$ cat src/rtl/tilelink_ad_responder_if.sv
// tilelink_ad_responder_if: TileLink-UL/UH A and D channel bundle between master and responder
interface tilelink_ad_responder_if #(
    parameter int DATA_W   = 64,
    parameter int ADDR_W   = 32,
    parameter int SOURCE_W = 1,
    parameter int SIZE_W   = 4
);
    logic                  a_valid;
    logic                  a_ready;
    logic [2:0]            a_bits_opcode;
    logic [2:0]            a_bits_param;
    logic [SIZE_W-1:0]     a_bits_size;
    logic [SOURCE_W-1:0]   a_bits_source;
    logic [ADDR_W-1:0]     a_bits_address;
    logic [DATA_W/8-1:0]   a_bits_mask;
    logic [DATA_W-1:0]     a_bits_data;
    logic                  d_valid;
    logic                  d_ready;
    logic [2:0]            d_bits_opcode;
    logic [1:0]            d_bits_param;
    logic [SIZE_W-1:0]     d_bits_size;
    logic [SOURCE_W-1:0]   d_bits_source;
    logic                  d_bits_sink;
    logic [DATA_W-1:0]     d_bits_data;
    logic                  d_bits_error;

    modport master (
        output a_valid, a_bits_opcode, a_bits_param, a_bits_size, a_bits_source,
               a_bits_address, a_bits_mask, a_bits_data, d_ready,
        input  a_ready, d_valid, d_bits_opcode, d_bits_param, d_bits_size,
               d_bits_source, d_bits_sink, d_bits_data, d_bits_error
    );

    modport slave (
        input  a_valid, a_bits_opcode, a_bits_param, a_bits_size, a_bits_source,
               a_bits_address, a_bits_mask, a_bits_data, d_ready,
        output a_ready, d_valid, d_bits_opcode, d_bits_param, d_bits_size,
               d_bits_source, d_bits_sink, d_bits_data, d_bits_error
    );
endinterface

$ cat src/rtl/tilelink_ad_responder.sv
// tilelink_ad_responder: in-order TileLink A/D memory stand-in with burst tracking and protocol checking
module tilelink_ad_responder #(
    parameter int DATA_W   = 64,
    parameter int ADDR_W   = 32,
    parameter int SOURCE_W = 1,
    parameter int SIZE_W   = 4,
    parameter int DEPTH    = 4,
    parameter int FAST_MEM = 0,
    parameter int ERROR_EN = 0
) (
    input  logic                     clock,
    input  logic                     reset_n,
    tilelink_ad_responder_if.slave   tl,
    input  logic                     delay_a_nd,
    input  logic                     delay_d_nd,
    input  logic [DATA_W-1:0]        rdata_nd,
    input  logic                     d_error_nd,
    output logic                     protocol_err,
    output logic [$clog2(DEPTH):0]   outstanding
);
    localparam int          PW    = $clog2(DEPTH);
    localparam logic [31:0] LG    = 32'($clog2(DATA_W / 8));
    localparam logic [PW:0] FULL  = (PW + 1)'(DEPTH);
    localparam logic        STALL = FAST_MEM == 0;

    function automatic logic [31:0] last_idx(input logic [SIZE_W-1:0] s);
        return (32'(s) <= LG) ? 32'd0 : (32'd1 << (32'(s) - LG)) - 32'd1;
    endfunction

    logic [2:0]          q_op   [DEPTH];
    logic [SIZE_W-1:0]   q_size [DEPTH];
    logic [SOURCE_W-1:0] q_src  [DEPTH];
    logic [PW-1:0]       head, tail;
    logic [SIZE_W-1:0]   a_cnt, d_cnt;
    logic                burst;
    logic [2:0]          b_op;
    logic [SIZE_W-1:0]   b_size;
    logic [SOURCE_W-1:0] b_src;
    logic [ADDR_W-1:0]   b_addr;
    logic                a_fire, d_fire, a_put, a_last, enq, pop;
    logic                d_multi, d_last, mismatch, misalign;
    logic [2:0]          h_op;
    logic                unused_bits;

    assign unused_bits = ^{tl.a_bits_param, tl.a_bits_mask, tl.a_bits_data};

    assign tl.a_ready = reset_n && (outstanding != FULL) && !(delay_a_nd && STALL);
    assign tl.d_valid = reset_n && (outstanding != '0) && !(delay_d_nd && STALL);
    assign a_fire     = tl.a_valid && tl.a_ready;
    assign d_fire     = tl.d_valid && tl.d_ready;

    assign a_put    = tl.a_bits_opcode[2:1] == 2'b00;
    assign a_last   = !a_put || (32'(a_cnt) == last_idx(tl.a_bits_size));
    assign enq      = a_fire && a_last;
    assign mismatch = burst && (tl.a_bits_opcode != b_op || tl.a_bits_size != b_size ||
                                tl.a_bits_source != b_src || tl.a_bits_address != b_addr);
    assign misalign = (32'(tl.a_bits_size) > LG) &&
                      ((tl.a_bits_address & ((ADDR_W'(1) << tl.a_bits_size) - ADDR_W'(1))) != '0);

    assign h_op    = q_op[head];
    assign d_multi = h_op == 3'd2 || h_op == 3'd3 || h_op == 3'd4;
    assign d_last  = !d_multi || (32'(d_cnt) == last_idx(q_size[head]));
    assign pop     = d_fire && d_last;

    // Decode the head entry into the D-channel response fields
    always_comb begin
        tl.d_bits_opcode = d_multi ? 3'd1 : (h_op == 3'd5) ? 3'd2 : 3'd0;
        tl.d_bits_error  = (h_op[2:1] == 2'b11) ? 1'b1 : (d_multi && ERROR_EN != 0) ? d_error_nd : 1'b0;
        tl.d_bits_param  = 2'd0;
        tl.d_bits_sink   = 1'b0;
        tl.d_bits_size   = q_size[head];
        tl.d_bits_source = q_src[head];
        tl.d_bits_data   = rdata_nd;
    end

    // Queue storage needs no reset: occupancy alone decides which entries are live
    always_ff @(posedge clock) begin
        if (enq) begin
            q_op[tail]   <= tl.a_bits_opcode;
            q_size[tail] <= tl.a_bits_size;
            q_src[tail]  <= tl.a_bits_source;
        end
    end

    // Pointers, occupancy, beat counters, burst capture and the sticky violation flag
    always_ff @(posedge clock or negedge reset_n) begin
        if (!reset_n) begin
            head         <= '0;
            tail         <= '0;
            outstanding  <= '0;
            a_cnt        <= '0;
            d_cnt        <= '0;
            burst        <= 1'b0;
            b_op         <= '0;
            b_size       <= '0;
            b_src        <= '0;
            b_addr       <= '0;
            protocol_err <= 1'b0;
        end else begin
            if (a_fire && a_put) begin
                a_cnt <= a_last ? '0 : a_cnt + 1'b1;
                burst <= !a_last;
                if (!burst) begin
                    b_op   <= tl.a_bits_opcode;
                    b_size <= tl.a_bits_size;
                    b_src  <= tl.a_bits_source;
                    b_addr <= tl.a_bits_address;
                end
            end
            if (d_fire) d_cnt <= d_last ? '0 : d_cnt + 1'b1;
            if (enq) tail <= tail + 1'b1;
            if (pop) head <= head + 1'b1;
            outstanding <= outstanding + (PW + 1)'(enq) - (PW + 1)'(pop);
            if (a_fire && (mismatch || misalign)) protocol_err <= 1'b1;
        end
    end
endmodule

$ cat src/flat_wrapper.sv
// flat-port wrapper written by rule: the top's interface ports become plain ports
module tilelink_ad_responder_flat 
#(
    parameter int DATA_W   = 64,
    parameter int ADDR_W   = 32,
    parameter int SOURCE_W = 1,
    parameter int SIZE_W   = 4,
    parameter int DEPTH    = 4,
    parameter int FAST_MEM = 0,
    parameter int ERROR_EN = 0
)
  (clock, reset_n, delay_a_nd, delay_d_nd, rdata_nd, d_error_nd, protocol_err, outstanding, tl_a_valid, tl_a_bits_opcode, tl_a_bits_param, tl_a_bits_size, tl_a_bits_source, tl_a_bits_address, tl_a_bits_mask, tl_a_bits_data, tl_d_ready, tl_a_ready, tl_d_valid, tl_d_bits_opcode, tl_d_bits_param, tl_d_bits_size, tl_d_bits_source, tl_d_bits_sink, tl_d_bits_data, tl_d_bits_error);
  tilelink_ad_responder_if #(.DATA_W(DATA_W), .ADDR_W(ADDR_W), .SOURCE_W(SOURCE_W), .SIZE_W(SIZE_W)) tl_i ();
  input  logic clock;
  input  logic reset_n;
  input  logic delay_a_nd;
  input  logic delay_d_nd;
  input  logic [DATA_W-1:0] rdata_nd;
  input  logic d_error_nd;
  output logic protocol_err;
  output logic [$clog2(DEPTH):0] outstanding;
  input wire logic [$bits(tl_i.a_valid)-1:0] tl_a_valid;
  input wire logic [$bits(tl_i.a_bits_opcode)-1:0] tl_a_bits_opcode;
  input wire logic [$bits(tl_i.a_bits_param)-1:0] tl_a_bits_param;
  input wire logic [$bits(tl_i.a_bits_size)-1:0] tl_a_bits_size;
  input wire logic [$bits(tl_i.a_bits_source)-1:0] tl_a_bits_source;
  input wire logic [$bits(tl_i.a_bits_address)-1:0] tl_a_bits_address;
  input wire logic [$bits(tl_i.a_bits_mask)-1:0] tl_a_bits_mask;
  input wire logic [$bits(tl_i.a_bits_data)-1:0] tl_a_bits_data;
  input wire logic [$bits(tl_i.d_ready)-1:0] tl_d_ready;
  output wire logic [$bits(tl_i.a_ready)-1:0] tl_a_ready;
  output wire logic [$bits(tl_i.d_valid)-1:0] tl_d_valid;
  output wire logic [$bits(tl_i.d_bits_opcode)-1:0] tl_d_bits_opcode;
  output wire logic [$bits(tl_i.d_bits_param)-1:0] tl_d_bits_param;
  output wire logic [$bits(tl_i.d_bits_size)-1:0] tl_d_bits_size;
  output wire logic [$bits(tl_i.d_bits_source)-1:0] tl_d_bits_source;
  output wire logic [$bits(tl_i.d_bits_sink)-1:0] tl_d_bits_sink;
  output wire logic [$bits(tl_i.d_bits_data)-1:0] tl_d_bits_data;
  output wire logic [$bits(tl_i.d_bits_error)-1:0] tl_d_bits_error;
  assign tl_i.a_valid = tl_a_valid;
  assign tl_i.a_bits_opcode = tl_a_bits_opcode;
  assign tl_i.a_bits_param = tl_a_bits_param;
  assign tl_i.a_bits_size = tl_a_bits_size;
  assign tl_i.a_bits_source = tl_a_bits_source;
  assign tl_i.a_bits_address = tl_a_bits_address;
  assign tl_i.a_bits_mask = tl_a_bits_mask;
  assign tl_i.a_bits_data = tl_a_bits_data;
  assign tl_i.d_ready = tl_d_ready;
  assign tl_a_ready = tl_i.a_ready;
  assign tl_d_valid = tl_i.d_valid;
  assign tl_d_bits_opcode = tl_i.d_bits_opcode;
  assign tl_d_bits_param = tl_i.d_bits_param;
  assign tl_d_bits_size = tl_i.d_bits_size;
  assign tl_d_bits_source = tl_i.d_bits_source;
  assign tl_d_bits_sink = tl_i.d_bits_sink;
  assign tl_d_bits_data = tl_i.d_bits_data;
  assign tl_d_bits_error = tl_i.d_bits_error;
  tilelink_ad_responder #(.DATA_W(DATA_W), .ADDR_W(ADDR_W), .SOURCE_W(SOURCE_W), .SIZE_W(SIZE_W), .DEPTH(DEPTH), .FAST_MEM(FAST_MEM), .ERROR_EN(ERROR_EN)) u_core (.clock(clock), .reset_n(reset_n), .tl(tl_i), .delay_a_nd(delay_a_nd), .delay_d_nd(delay_d_nd), .rdata_nd(rdata_nd), .d_error_nd(d_error_nd), .protocol_err(protocol_err), .outstanding(outstanding));
endmodule
$ cat config.mk
export PLATFORM = sky130hd
export DESIGN_NAME = tilelink_ad_responder_flat
export DESIGN_NICKNAME = d
export VERILOG_FILES = /design/src/rtl/tilelink_ad_responder_if.sv /design/src/rtl/tilelink_ad_responder.sv /design/src/flat_wrapper.sv
export SDC_FILE = /design/constraint.sdc
export NUM_CORES = 1
export LEC_CHECK = 0
export CORE_UTILIZATION = 43
export CTS_CLUSTER_DIAMETER = 200
export DETAILED_ROUTE_END_ITERATION = 7
export HOLD_SLACK_MARGIN = 0.02
export MAX_ROUTING_LAYER = met4
export PLACE_DENSITY = 0.81
export SLEW_MARGIN = 40
export SYNTH_ARGS = -nofsm -noshare
export SYNTH_HDL_FRONTEND = slang
export SYNTH_SLANG_ARGS = --single-unit
$ cat constraint.sdc
create_clock -name clock -period 4.8 [get_ports clock]
set_input_delay 0.72 -clock clock [delete_from_list [all_inputs] [get_ports clock]]
set_output_delay 0.72 -clock clock [all_outputs]
set_load 0.02 [all_outputs]
[After elaboration in Yosys (flattened, before gate mapping)]
Memories as Yosys holds them, arrays and structs flattened.
Index checks and enable logic that the tools add are counted.
Storage, ports and cells
  output and inout bits: 82
  input bits: 186
  memories: 3
  register bits: 57
  memory bits (writable): 32
Memory list
  u_core.q_size: words 4, width 4, rd ports 1, clocked after memory_dff 0, wr ports 1, RTL line tilelink_ad_responder.sv:31  | logic [SIZE_W-1:0] q_size [DEPTH];
  u_core.q_op: words 4, width 3, rd ports 1, clocked after memory_dff 0, wr ports 1, RTL line tilelink_ad_responder.sv:30  | logic [2:0] q_op [DEPTH];
  u_core.q_src: words 4, width 1, rd ports 1, clocked after memory_dff 0, wr ports 1, RTL line tilelink_ad_responder.sv:32  | logic [SOURCE_W-1:0] q_src [DEPTH];
Cells by class
  magnitude comparators: 3
  reduce and logical (&&, ||, !) cells: 29
  eq/ne operators: 12
  bitwise gates (word level): 2
  multiplexer cells: 9
  shifts and indexed selects: 3
  $add $sub $neg: 11
Operators with widths (count)
  $sub 32x1->32 const B: 3
  $eq 4x32->1: 2
  $mux 32: 2
  $shl 1x32->32 const A: 2
  $and 32x32->32: 1
  $ne 32x32->1: 1
  $reduce_bool 32->1: 1
  $shl 1x4->32 const A: 1
  $logic_and 1x1->1: 12
  $sub 4x2->5 const B: 2
  $add 4x1->4 const B: 2
  $le 4x2->1 const B: 2
  $logic_or 1x1->1: 8
  $mux 4: 2
  $eq 3x2->1 const B: 2
  $eq 3x3->1 const B: 2
  $logic_not 1->1: 5
  $add 2x1->2 const B: 2
  $gt 4x2->1 const B: 1
  $ne 4x4->1: 1
  $add 3x1->3: 1
  $mux 1: 3
  $mux 3: 1
  $ne 3x3->1: 1
  other kinds (9): 9

[Depth between registers and ports, before layout]
Gate-level depths: netlist (run 1).
  depth after elaboration: 9
  depth in mapped cells: 24
  depth with buffers taken out: 21

[Least setup slack after synthesis (run 1)]
Ideal clock, no wire load.
  kind: reg2reg
  start point: reg u_core.head[0]
  end point: reg u_core.outstanding[2]
  clock period less this slack: 4.540 ns
  cell stages (with the launch flop): 25
  path buffers: 3
  path slack: 0.260 ns
  arrival time: 4.407 ns
  library setup time: 0.133 ns
  path through: dfrtp_1 > buf_6 > mux4_2 > buf_2 > inv_1 > ha_1 > clkbuf_1 > nor2b_1 > nor3_1 > o21ai_0 > ha_1 > nand2b_1 > nor4b_1 > mux2i_1 > nand2_1 > o211ai_2 > o31a_1 > nor2_1 > ha_1 > inv_1 > ha_1 > inv_1 > fa_1 > xnor2_1 > xnor2_1
Between the ends
  longest elaborated chain between the ends: 9
RTL lines
  start, declared: RTL line tilelink_ad_responder.sv:33  | logic [PW-1:0] head, tail;
  start signal, assigned: RTL line tilelink_ad_responder.sv:112  | if (pop) head <= head + 1'b1;
  $mem_v2 4x4 (*)
  via tl_d_bits_size[3]: RTL line flat_wrapper.sv:35  | output wire logic [$bits(tl_i.d_bits_size)-1:0] tl_d_bits_size;
  $sub 4x2->5: RTL line tilelink_ad_responder.sv:27  | return (32'(s) <= LG) ? 32'd0 : (32'd1 << (32'(s) - LG)) - 32'd1;
  $shl 1x32->32: RTL line tilelink_ad_responder.sv:27
  $sub 32x1->32: RTL line tilelink_ad_responder.sv:27
  $mux 32 (*): RTL line tilelink_ad_responder.sv:27
  $eq 4x32->1 (*): RTL line tilelink_ad_responder.sv:62  | assign d_last = !d_multi || (32'(d_cnt) == last_idx(q_size[head]));
  $logic_or 1x1->1 (*): RTL line tilelink_ad_responder.sv:62
  $logic_and 1x1->1 (*): RTL line tilelink_ad_responder.sv:63  | assign pop = d_fire && d_last;
  via u_core.pop: RTL line tilelink_ad_responder.sv:40  | logic a_fire, d_fire, a_put, a_last, enq, pop;
  $sub 3x1->3 (*): RTL line tilelink_ad_responder.sv:113  | outstanding <= outstanding + (PW + 1)'(enq) - (PW + 1)'(pop);
  end signal, assigned: RTL line tilelink_ad_responder.sv:113
  end, declared: RTL line tilelink_ad_responder.sv:19  | output logic [$clog2(DEPTH):0] outstanding
Mark *: on every way through the listed nets, which the timed path passes. The rest lies on a longest branch.
A chain may end at the register's enable or synchronous reset.

[Worst setup path in the final report (run 1)]
  start point: reg u_core.head[0]
  end point: reg u_core.outstanding[2]
Between the ends
  longest elaborated chain between the ends: 9
RTL lines (RTL line)
  $mem_v2 4x4
  $sub 4x2->5: tilelink_ad_responder.sv:27
  $shl 1x32->32: tilelink_ad_responder.sv:27
  $sub 32x1->32: tilelink_ad_responder.sv:27
  $mux 32: tilelink_ad_responder.sv:27
  $eq 4x32->1: tilelink_ad_responder.sv:62
  $logic_or 1x1->1 (*): tilelink_ad_responder.sv:62
  $logic_and 1x1->1 (*): tilelink_ad_responder.sv:63
  via u_core.pop: tilelink_ad_responder.sv:40
  $sub 3x1->3 (*): tilelink_ad_responder.sv:113
Marks and branches as above.

==> results of run 1 <==
==> area by class of cell <==
cell class,instances,area [µm²]
clock buffers,9,225
clock inverters,7,58.8
fillers,1220,7020
inverters,23,86.3
multi-input cells,398,3140
flip-flops and latches,89,2390
well taps,180,225
repair buffers,82,793
==> registers in the layout, indices dropped and copies added, names as in the netlist <==
signal               count
u_core.a_cnt             4
u_core.b_src             1
u_core.protocol_err      1
u_core.b_op              3
u_core.head              2
u_core.b_addr           32
u_core.q_src             4
u_core.q_size           16
u_core.b_size            4
u_core.outstanding       3
u_core.q_op             12
u_core.tail              2
u_core.d_cnt             4
u_core.burst             1
==> cells by family after synthesis <==
family                     Yosys count
muxes                               52
buffers and inverters              114
DFF                                 89
xor gates and xnor gates            57
AOI/OAI and AO/OA                   94
adders and majority gates           26
other                                1
and+or+nand+nor                    165
==> worst paths after layout <==
| check | from | slack (ns) | cells past startpoint | endpoint |
|---|---|---|---|---|
| max | u_core.head[0] | 0.25 | 17 | u_core.outstanding[2] |
| min | reset_n | 0.22 | 1 | u_core.outstanding[1] |
| max reg2reg | u_core.head[0] | 0.25 | 17 | u_core.outstanding[2] |
| min reg2reg | u_core.protocol_err | 0.48 | 1 | u_core.protocol_err |
| max in group asynchronous | reset_n | 3.61 | 2 | u_core.head[0] |
| min in group clock | u_core.protocol_err | 0.48 | 1 | u_core.protocol_err |
==> what timing repair did <==
item | CTS | global route
endpoints found under the setup margin | 0 | 2
setup buffers | 0 | 1
resized for setup | 0 | 11
==> through the flow <==
stage               hold slack, ns  utilization, %  setup WS (ns)  TNS [ns]  total power [mW]
floorplan                    0.424               -          0.260         0              2.11
CTS                          0.227            49.3         0.0893         0              3.09
global route                 0.223            49.6       -0.00660  -0.00660              3.30
finish                       0.220            49.6          0.251         0              3.10
detailed placement           0.465            47.2         0.0322         0              2.41
global placement             0.463            46.9          0.119         0              2.33
==> synth_stat cells, types with 14 or more instances <==
library cell,number
ha_1,25
dfrtp_1,57
o21ai_0,21
clkbuf_1,19
mux2_2,41
a21oi_1,18
nor3_1,17
buf_4,69
nand2_1,24
nor2_1,32
edfxtp_1,32
inv_1,23
xnor2_1,56
nand3_1,14
==> power by group through the flow <==
stage	registers (mW)	logic (mW)	clock network, mW
final	1.18	1.24	0.676
after global routing	1.21	1.37	0.720
after global placement	1.18	1.16	0
after floorplan	1.17	0.940	0
after CTS	1.18	1.22	0.687
after detailed placement	1.20	1.21	0
==> metal layers <==
layer | GRT usage (%) | wire, µm
met1 | 22.3 | 5570
met2 | 32.9 | 6760
met5 | - | 0
met3 | 2.90 | 612
met4 | 8.95 | 427
==> results.yml, run 1 <==
pwr:
  irDropWorstVdd_v: 0.000205
  p_int_mw: 2.01
  p_sw_mw: 1.09
  leakage_nw: 2.72
  power_frac_clock_pct: 21.8
  pwr-share-comb_pct: 40.1
  powerDensity_nw_per_um2: 449
  p_sw_share_pct: 35.2
  power_frac_seq_pct: 38.2
setup_path:
  cp_slowest_stage_delay_ns: 0.59
  cp_num_buf_inv: 3
  crit_type: "reg2reg"
  crit_top_cell: "ha_1"
  path_cells: "mux4_2 > ha_1 > buf_4 > nor3b_1 > nor4b_1 > nor4_1 > o211ai_1 > a41oi_2 > o31a_1 > nor2_2 > ha_1 > inv_1 > ha_1 > inv_1 > fa_1 > xnor2_1 > xnor2_1"
  worst_ep_required_time_ns: 5.06
  path_delay_family: "adder cells"
  worst-path-max-fanout: 9
  arrival_ns: 4.81
  critPathCaptureType: "register"
  cp-start-kind: "register"
  slowest_stage: "mux4_2"
outcome:
  outcome: "completed"
floorplan:
  die_h_um: 122
  start_util_pct: 44.3
  core-area_um2: 13900
  die_area_um2: 14800
  fp-row-count: 43
  die-width_um: 122
  io_pins: 268
yosys:
  seq_area_frac_synth_pct: 38.7
  synth_compound_area_share_pct: 10.6
  synth_ff_type: "dfrtp_1"
  avgSynthCellArea_um2: 10.3
  ys_warn_count: 0
  synth-async-reset-ratio_pct: 64.0
  yosys.area_share.xor_xnor_pct: 8.09
  synth-edff-count: 32
  synth_top_area_share_pct: 23.1
  yosysUniqueCellTypes: 68
  postSynthCellCount: 598
  synthTopCellsByArea: "dfrtp_1 (23%), edfxtp_1 (16%), buf_4 (8.4%)"
  synth_simple_gate_area_share_pct: 14.8
  synth_area_um2: 6170
  synth_top_family_by_area: "simple AND/OR/NAND/NOR gates"
  synthAdderAreaFrac_pct: 5.39
  synth_top_area_cell: "dfrtp_1"
  synthMuxAreaShare_pct: 11.1
  ys_ff_latch: 89
timing:
  fin_crit_ns: 4.55
  maxSlewViolCount: 0
  max_freq_ghz: 0.220
  hold_viol: 0
  relSlewSlack_pct: 53.5
  fin_crit_sh_pct: 94.8
  setup_viol: 0
  max_slew.worst_pin.slew_ns: 0.692
  final.setup_skew_ns: 0.00779
global_routing:
  first_global_vias: 4586
  grt_pass1_wl_um: 21800
  grt_overflow_total: 0
  antenna_found_initial: 0
  grt_max_degree: 54
  grt_util_all_layers_pct: 19.3
detailed_routing:
  num_vias: 4446
  wire_per_inst_um: 17.0
  antenna_left: 0
  drc: 0
  drt-total-wl_um: 13400
  drt-vias-per-instance: 5.64
  drt_first_pass_iters: 6
  drt_iter0_markers: 362
clock_tree:
  clk_latency_ns: 0.34
  cts-hold-fix-buffers: 0
  cts.clk_slew.worst_paths_ns: 0.06
  cts_made_buffers: 9
  cts.sinks: 89
  htreeDepth: 3
  clockBufferDepth: 2
  cts_root_buf: "clkbuf_16"
  cts_tree: "yes"
cells_and_area:
  design_area_um2: 6920
  syn2layout_area_growth_pct: 12.1
  layout.nets: 815
  antennaDiodeCount: 0
  drive_gt1_share_pct: 16.9
  layout_common_cells: "clkdlybuf4s50_1 (58), dfrtp_1 (56), xnor2_1 (55)"
  final_common_cell: "clkdlybuf4s50_1"
  layout.cells.non_filler: 788
job:
  drv_cap: 0
place:
  portBuffers: 59
  placed_cells: 771
  placed_area_um2: 6580
  hpwlAfterDp_um: 10200
  place.gp.congestion: 0.963
min_path:
  hold_class: "in2async"
Note: power is estimated with default switching activity, not from simulation.
==> run 2: changes to the inputs <==
--- a/config.mk
+++ b/config.mk
@@ -5,6 +5,7 @@
 export SDC_FILE = /design/constraint.sdc
 export NUM_CORES = 1
 export LEC_CHECK = 0
+export CORE_MARGIN = 2
 export CORE_UTILIZATION = 43
 export CTS_CLUSTER_DIAMETER = 200
 export DETAILED_ROUTE_END_ITERATION = 7
==> run 2 against run 1 <==
Fmax rose by 1.2%. Sequential power barely moved. Combinational power barely moved. Die area rose by 3.3%. Largest power group unchanged. Critical endpoint unchanged. Wire length rose by 5.1%.
==> results.yml, run 2 (synthesis results as in run 1) <==
detailed_routing:
  drc: 0
  num_vias: 4528
  antenna_left: 0
  drt_iter0_markers: 260
  drt-total-wl_um: 14000
  drt-vias-per-instance: 5.70
  drt_first_pass_iters: 4
  wire_per_inst_um: 17.7
timing:
  fin_crit_sh_pct: 93.6
  whs_ns: 0.250
  worst_slack_ns: 0.306
  hold_viol: 0
  relSlewSlack_pct: 55.3
  fin_crit_ns: 4.49
  max_freq_ghz: 0.223
  setup_viol: 0
  final.setup_skew_ns: 0.00498
  max_slew.worst_pin.slew_ns: 0.665
  maxSlewViolCount: 0
  setup_tns_ns: 0
cells_and_area:
  design_area_um2: 6990
  drive_gt1_share_pct: 17.3
  top_register: "u_core.b_addr"
  largest_register_ffs: 32
  top_regs: "u_core.b_addr x32, u_core.q_size x16, u_core.q_op x12"
  antennaDiodeCount: 0
  syn2layout_area_growth_pct: 13.2
  seq_area_um2: 2390
  final_core_util_pct: 50.1
  multi_input_comb_area_um2: 3140
  layout.nets: 821
  fillers: 1230
  final_common_cell: "clkdlybuf4s50_1"
  layout.cells.non_filler: 794
  layout_common_cells: "clkdlybuf4s50_1 (58), xnor2_1 (55), dfrtp_1 (55)"
global_routing:
  grt_overflow_total: 0
  grt_pass1_wl_um: 22300
  grt_util_all_layers_pct: 19.2
  first_global_vias: 4691
  antenna_found_initial: 0
  grt_max_degree: 51
floorplan:
  fp-row-count: 43
  die_h_um: 124
  io_pins: 268
  start_util_pct: 44.3
  die_area_um2: 15300
  core-area_um2: 13900
  die-width_um: 124
setup_path:
  cp_num_buf_inv: 4
  worst-path-max-fanout: 8
  path_delay_family: "adder cells"
  timing.rr.start: "u_core.head[0]"
  cp-start-kind: "register"
  worst_ep_required_time_ns: 5.05
  critPathCaptureType: "register"
  slowest_stage: "mux4_2"
  path_cells: "buf_4 > mux4_2 > ha_2 > buf_4 > nor3b_1 > nor4b_1 > nor4_1 > o211ai_1 > a41oi_2 > o31a_1 > nor2_1 > ha_1 > inv_1 > ha_1 > inv_1 > fa_1 > xnor2_1 > xnor2_1"
  arrival_ns: 4.75
  cp_slowest_stage_delay_ns: 0.52
  crit_type: "reg2reg"
  critPathLaunch: "u_core.head[0]"
place:
  placed_area_um2: 6600
  preCtsSetupSlack_ns: 0.0140
  hpwlAfterDp_um: 10600
  place.gp.congestion: 0.944
  placed_cells: 773
  portBuffers: 59
clock_tree:
  cts-hold-fix-buffers: 0
  cts.clk_slew.worst_paths_ns: 0.06
  cts_tree: "yes"
  clk_latency_ns: 0.33
  cts_made_buffers: 9
  clockBufferDepth: 2
  cts.sinks: 89
  cts_root_buf: "clkbuf_16"
  htreeDepth: 3
min_path:
  hold_class: "in2async"
job:
  drv_cap: 0
pwr:
  leakage_nw: 2.75
  power_frac_seq_pct: 37.3
  pwr-share-comb_pct: 39.7
  powerDensity_nw_per_um2: 460
  irDropWorstVdd_v: 0.000263
  power_mw: 3.21
  p_int_mw: 2.12
  p_sw_share_pct: 33.9
  power_frac_clock_pct: 23.0
  p_sw_mw: 1.09
outcome:
  outcome: "completed"
-- run 2: changes by cell type in the layout (fill, tap and decap cells not counted), moves of 2 or more --
cell       delta
buf_4         +7
bufinv_16     +2
clkbuf_1      +2
inv_8         -2
-- run 2: per-layer routing --
| metal | wire length [µm] | vias to the layer above | GRT usage [%] | share of wire [%] |
|---|---|---|---|---|
| li1 | - | 2100 | - | - |
| met1 | 5800 | 2238 | 22.0 | 41 |
| met3 | 671 | 72 | 4.12 | 4.8 |
| met5 | 0 | - | - | 0 |
| met4 | 601 | 0 | 9.73 | 4.3 |
| met2 | 6970 | 118 | 31.8 | 50 |
-- run 2: worst paths after layout --
path / end / cells after the start / slack [ns]
setup / recovery: u_core.outstanding[2] / 18 / 0.31
hold / removal: u_core.d_cnt[2] / 1 / 0.25
min in group clock: u_core.protocol_err / 1 / 0.48
setup reg to reg: u_core.outstanding[2] / 18 / 0.31
hold reg to reg: u_core.protocol_err / 1 / 0.48
max in group asynchronous: u_core.head[0] / 2 / 3.62
-- run 2: power by group through the flow --
stage | clock [mW] | combinational [mW] | sequential (mW)
global route | 0.787 | 1.40 | 1.23
global placement | 0 | 1.16 | 1.19
floorplan | 0 | 0.940 | 1.17
detailed placement | 0 | 1.22 | 1.21
finish | 0.740 | 1.27 | 1.20
CTS | 0.751 | 1.23 | 1.20
-- run 2: area by class of cell --
type,instances,area share (%)
clock buffer,11,3.33
inverter,23,1.24
multi-input combinational,398,45.0
timing repair buffer,88,11.9
clock inverter,5,1.15
sequential,89,34.2
tap,180,3.22
-- run 2: repair_timing --
| item | in CTS | in global routing |
|---|---|---|
| pin swaps | 0 | 2 |
| buffers inserted | 0 | 5 |
| resized for setup | 1 | 9 |
| setup endpoints to repair | 1 | 2 |
==> run 3: changes to the inputs <==
--- a/config.mk
+++ b/config.mk
@@ -9,6 +9,7 @@
 export CORE_UTILIZATION = 43
 export CTS_CLUSTER_DIAMETER = 200
 export DETAILED_ROUTE_END_ITERATION = 7
+export GPL_ROUTABILITY_DRIVEN = 0
 export HOLD_SLACK_MARGIN = 0.02
 export MAX_ROUTING_LAYER = met4
 export PLACE_DENSITY = 0.81
==> constraint.sdc (replaced) <==
create_clock -name clock -period 4.43 [get_ports clock]
set_input_delay 0.6645 -clock clock [delete_from_list [all_inputs] [get_ports clock]]
set_output_delay 0.6645 -clock clock [all_outputs]
set_load 0.02 [all_outputs]
==> run 3 against run 2 <==
Via count increased by 0.71%. Die area unchanged. Combinational power rose by 13%. Clock-buffer cell count up 1. Cell area rose by 0.84%. Critical path type unchanged. Wire length decreased by 3.5%. Critical path depth unchanged. Power grew 8.2%. Sequential power is 8% higher.
==> results.yml, run 3 (synthesis results as in run 1) <==
detailed_routing:
  antenna_left: 0
  drc: 0
  num_vias: 4560
  drt-vias-per-instance: 5.66
  wire_per_inst_um: 16.8
  routed.top_layer: "met4"
  route.met2.wl_um: 6860
  drt_iter0_markers: 566
  drt_first_pass_iters: 5
  met1_length_um: 5550
  drt-total-wl_um: 13600
  wl_met3_um: 811
setup_path:
  critPathCaptureType: "register"
  worst_ep_required_time_ns: 4.65
  cp-start-kind: "register"
  arrival_ns: 4.48
  worst-path-max-fanout: 8
  crit_type: "reg2reg"
outcome:
  outcome: "completed"
timing:
  rsz0062_at_grt: "true"
  fin_crit_sh_pct: 96.2
  fin_crit_ns: 4.26
  max_slew.worst_pin.slew_ns: 0.719
  setup_viol: 0
  hold_viol: 0
  final.setup_skew_ns: 0.00761
  maxSlewViolCount: 0
  max_freq_ghz: 0.235
  relSlewSlack_pct: 51.6
pwr:
  powerDensity_nw_per_um2: 493
  leakage_nw: 2.80
  irDropWorstVdd_v: 0.000218
cells_and_area:
  layout.nets: 832
  final_core_util_pct: 50.6
  antennaDiodeCount: 0
  final_common_cell: "clkdlybuf4s50_1"
  largest_register_ffs: 32
  layout_common_cells: "clkdlybuf4s50_1 (58), dfrtp_1 (56), xnor2_1 (54)"
  top_register: "u_core.b_addr"
  syn2layout_area_growth_pct: 14.2
  drive_gt1_share_pct: 19.2
  top_regs: "u_core.b_addr x32, u_core.q_size x16, u_core.q_op x12"
  layout.cells.non_filler: 805
floorplan:
  fp-row-count: 43
  die_h_um: 124
  die-width_um: 124
  start_util_pct: 44.3
  core-area_um2: 13900
  io_pins: 268
  die_area_um2: 15300
clock_tree:
  cts.clk_slew.worst_paths_ns: 0.06
  cts-hold-fix-buffers: 0
  clockBufferDepth: 2
  htreeDepth: 3
  cts_made_buffers: 9
  cts_root_buf: "clkbuf_16"
  clk_latency_ns: 0.34
  cts.sinks: 89
  cts_tree: "yes"
global_routing:
  grt_pass1_wl_um: 22000
  grt_overflow_total: 0
  grt_util_all_layers_pct: 18.9
  grt_max_degree: 59
  first_global_vias: 4496
  antenna_found_initial: 0
place:
  portBuffers: 59
  placed_cells: 782
  hpwlAfterDp_um: 10000
min_path:
  hold_class: "in2async"
job:
  drv_cap: 0
run 3: cell count changes in the layout (fill, tap and decap cells not counted), sizes merged:
cell | previous run | this run
buf | 30 | 41
bufinv | 2 | 0
clkbuf | 11 | 12
inv | 24 | 25
run 3: path summary, 6_finish.rpt:
path,slack (ns),cells past startpoint,endpoint,startpoint
worst min-delay path,0.45,2,u_core.tail[1],reset_n
worst max-delay path,0.17,18,u_core.outstanding[2],u_core.head[0]
min in group clock,0.48,1,u_core.protocol_err,u_core.protocol_err
worst max register to register,0.17,18,u_core.outstanding[2],u_core.head[0]
max in group asynchronous,3.60,2,u_core.head[0],reset_n
worst min register to register,0.48,1,u_core.protocol_err,u_core.protocol_err
run 3: critical path, stage by stage (launching register included):
cell and delay [ns]:
dfrtp_2 0.45, mux4_2 0.59, ha_4 0.20, buf_4 0.16
nor3b_1 0.22, nor4b_1 0.09, nor4_1 0.43, nand2_1 0.11
nand3_1 0.13, a41oi_1 0.14, o31a_1 0.36, nor2_1 0.14
ha_1 0.25, inv_1 0.06, ha_1 0.12, inv_1 0.05
fa_2 0.34, xnor2_2 0.14, xnor2_1 0.13
run 3: power by group:
part | leakage, nW | total [mW] | internal (mW) | switching, mW
Sequential | 0.992 | 1.29 | 1.09 | 0.201
Clock | 0.146 | 0.752 | 0.435 | 0.318
Combinational | 1.67 | 1.43 | 0.765 | 0.666
Total | 2.80 | 3.48 | 2.29 | 1.18
run 3: per-layer routing:
metal,vias to the layer above,global-route usage [%]
met2,158,31.6
met4,0,7.53
li1,2124,-
met5,-,-
met1,2236,22.6
met3,42,3.62
run 3: final cells by class:
class                           instances  area (µm²)
Timing Repair Buffer                   99         893
Fill cell                            1180        6890
Clock inverter                          4        33.8
Sequential cell                        89        2390
Clock buffer                           12         268
Tap cell                              180         225
Multi-Input combinational cell        398        3150
Inverter                               23        86.3
run 3: stage by stage:
stage | hold slack [ns] | power [mW] | setup TNS (ns) | instance area (µm²) | worst slack (ns)
global route | 0.502 | 3.70 | -0.163 | 7050 | -0.137
global placement | 0.465 | 2.58 | 0 | 6640 | 0.0131
finish | 0.450 | 3.48 | 0 | 7050 | 0.170
CTS | 0.483 | 3.44 | 0 | 6970 | 0.00238
detailed placement | 0.467 | 2.67 | -0.115 | 6640 | -0.115
floorplan | 0.369 | 2.29 | 0 | 6190 | 0.00973
run 3: repair_timing:
action | CTS | global route
setup endpoints to repair | 1 | 2
cloned | 0 | 0
pin swaps | 1 | 4
setup buffers | 4 | 3
gates resized for setup | 1 | 8
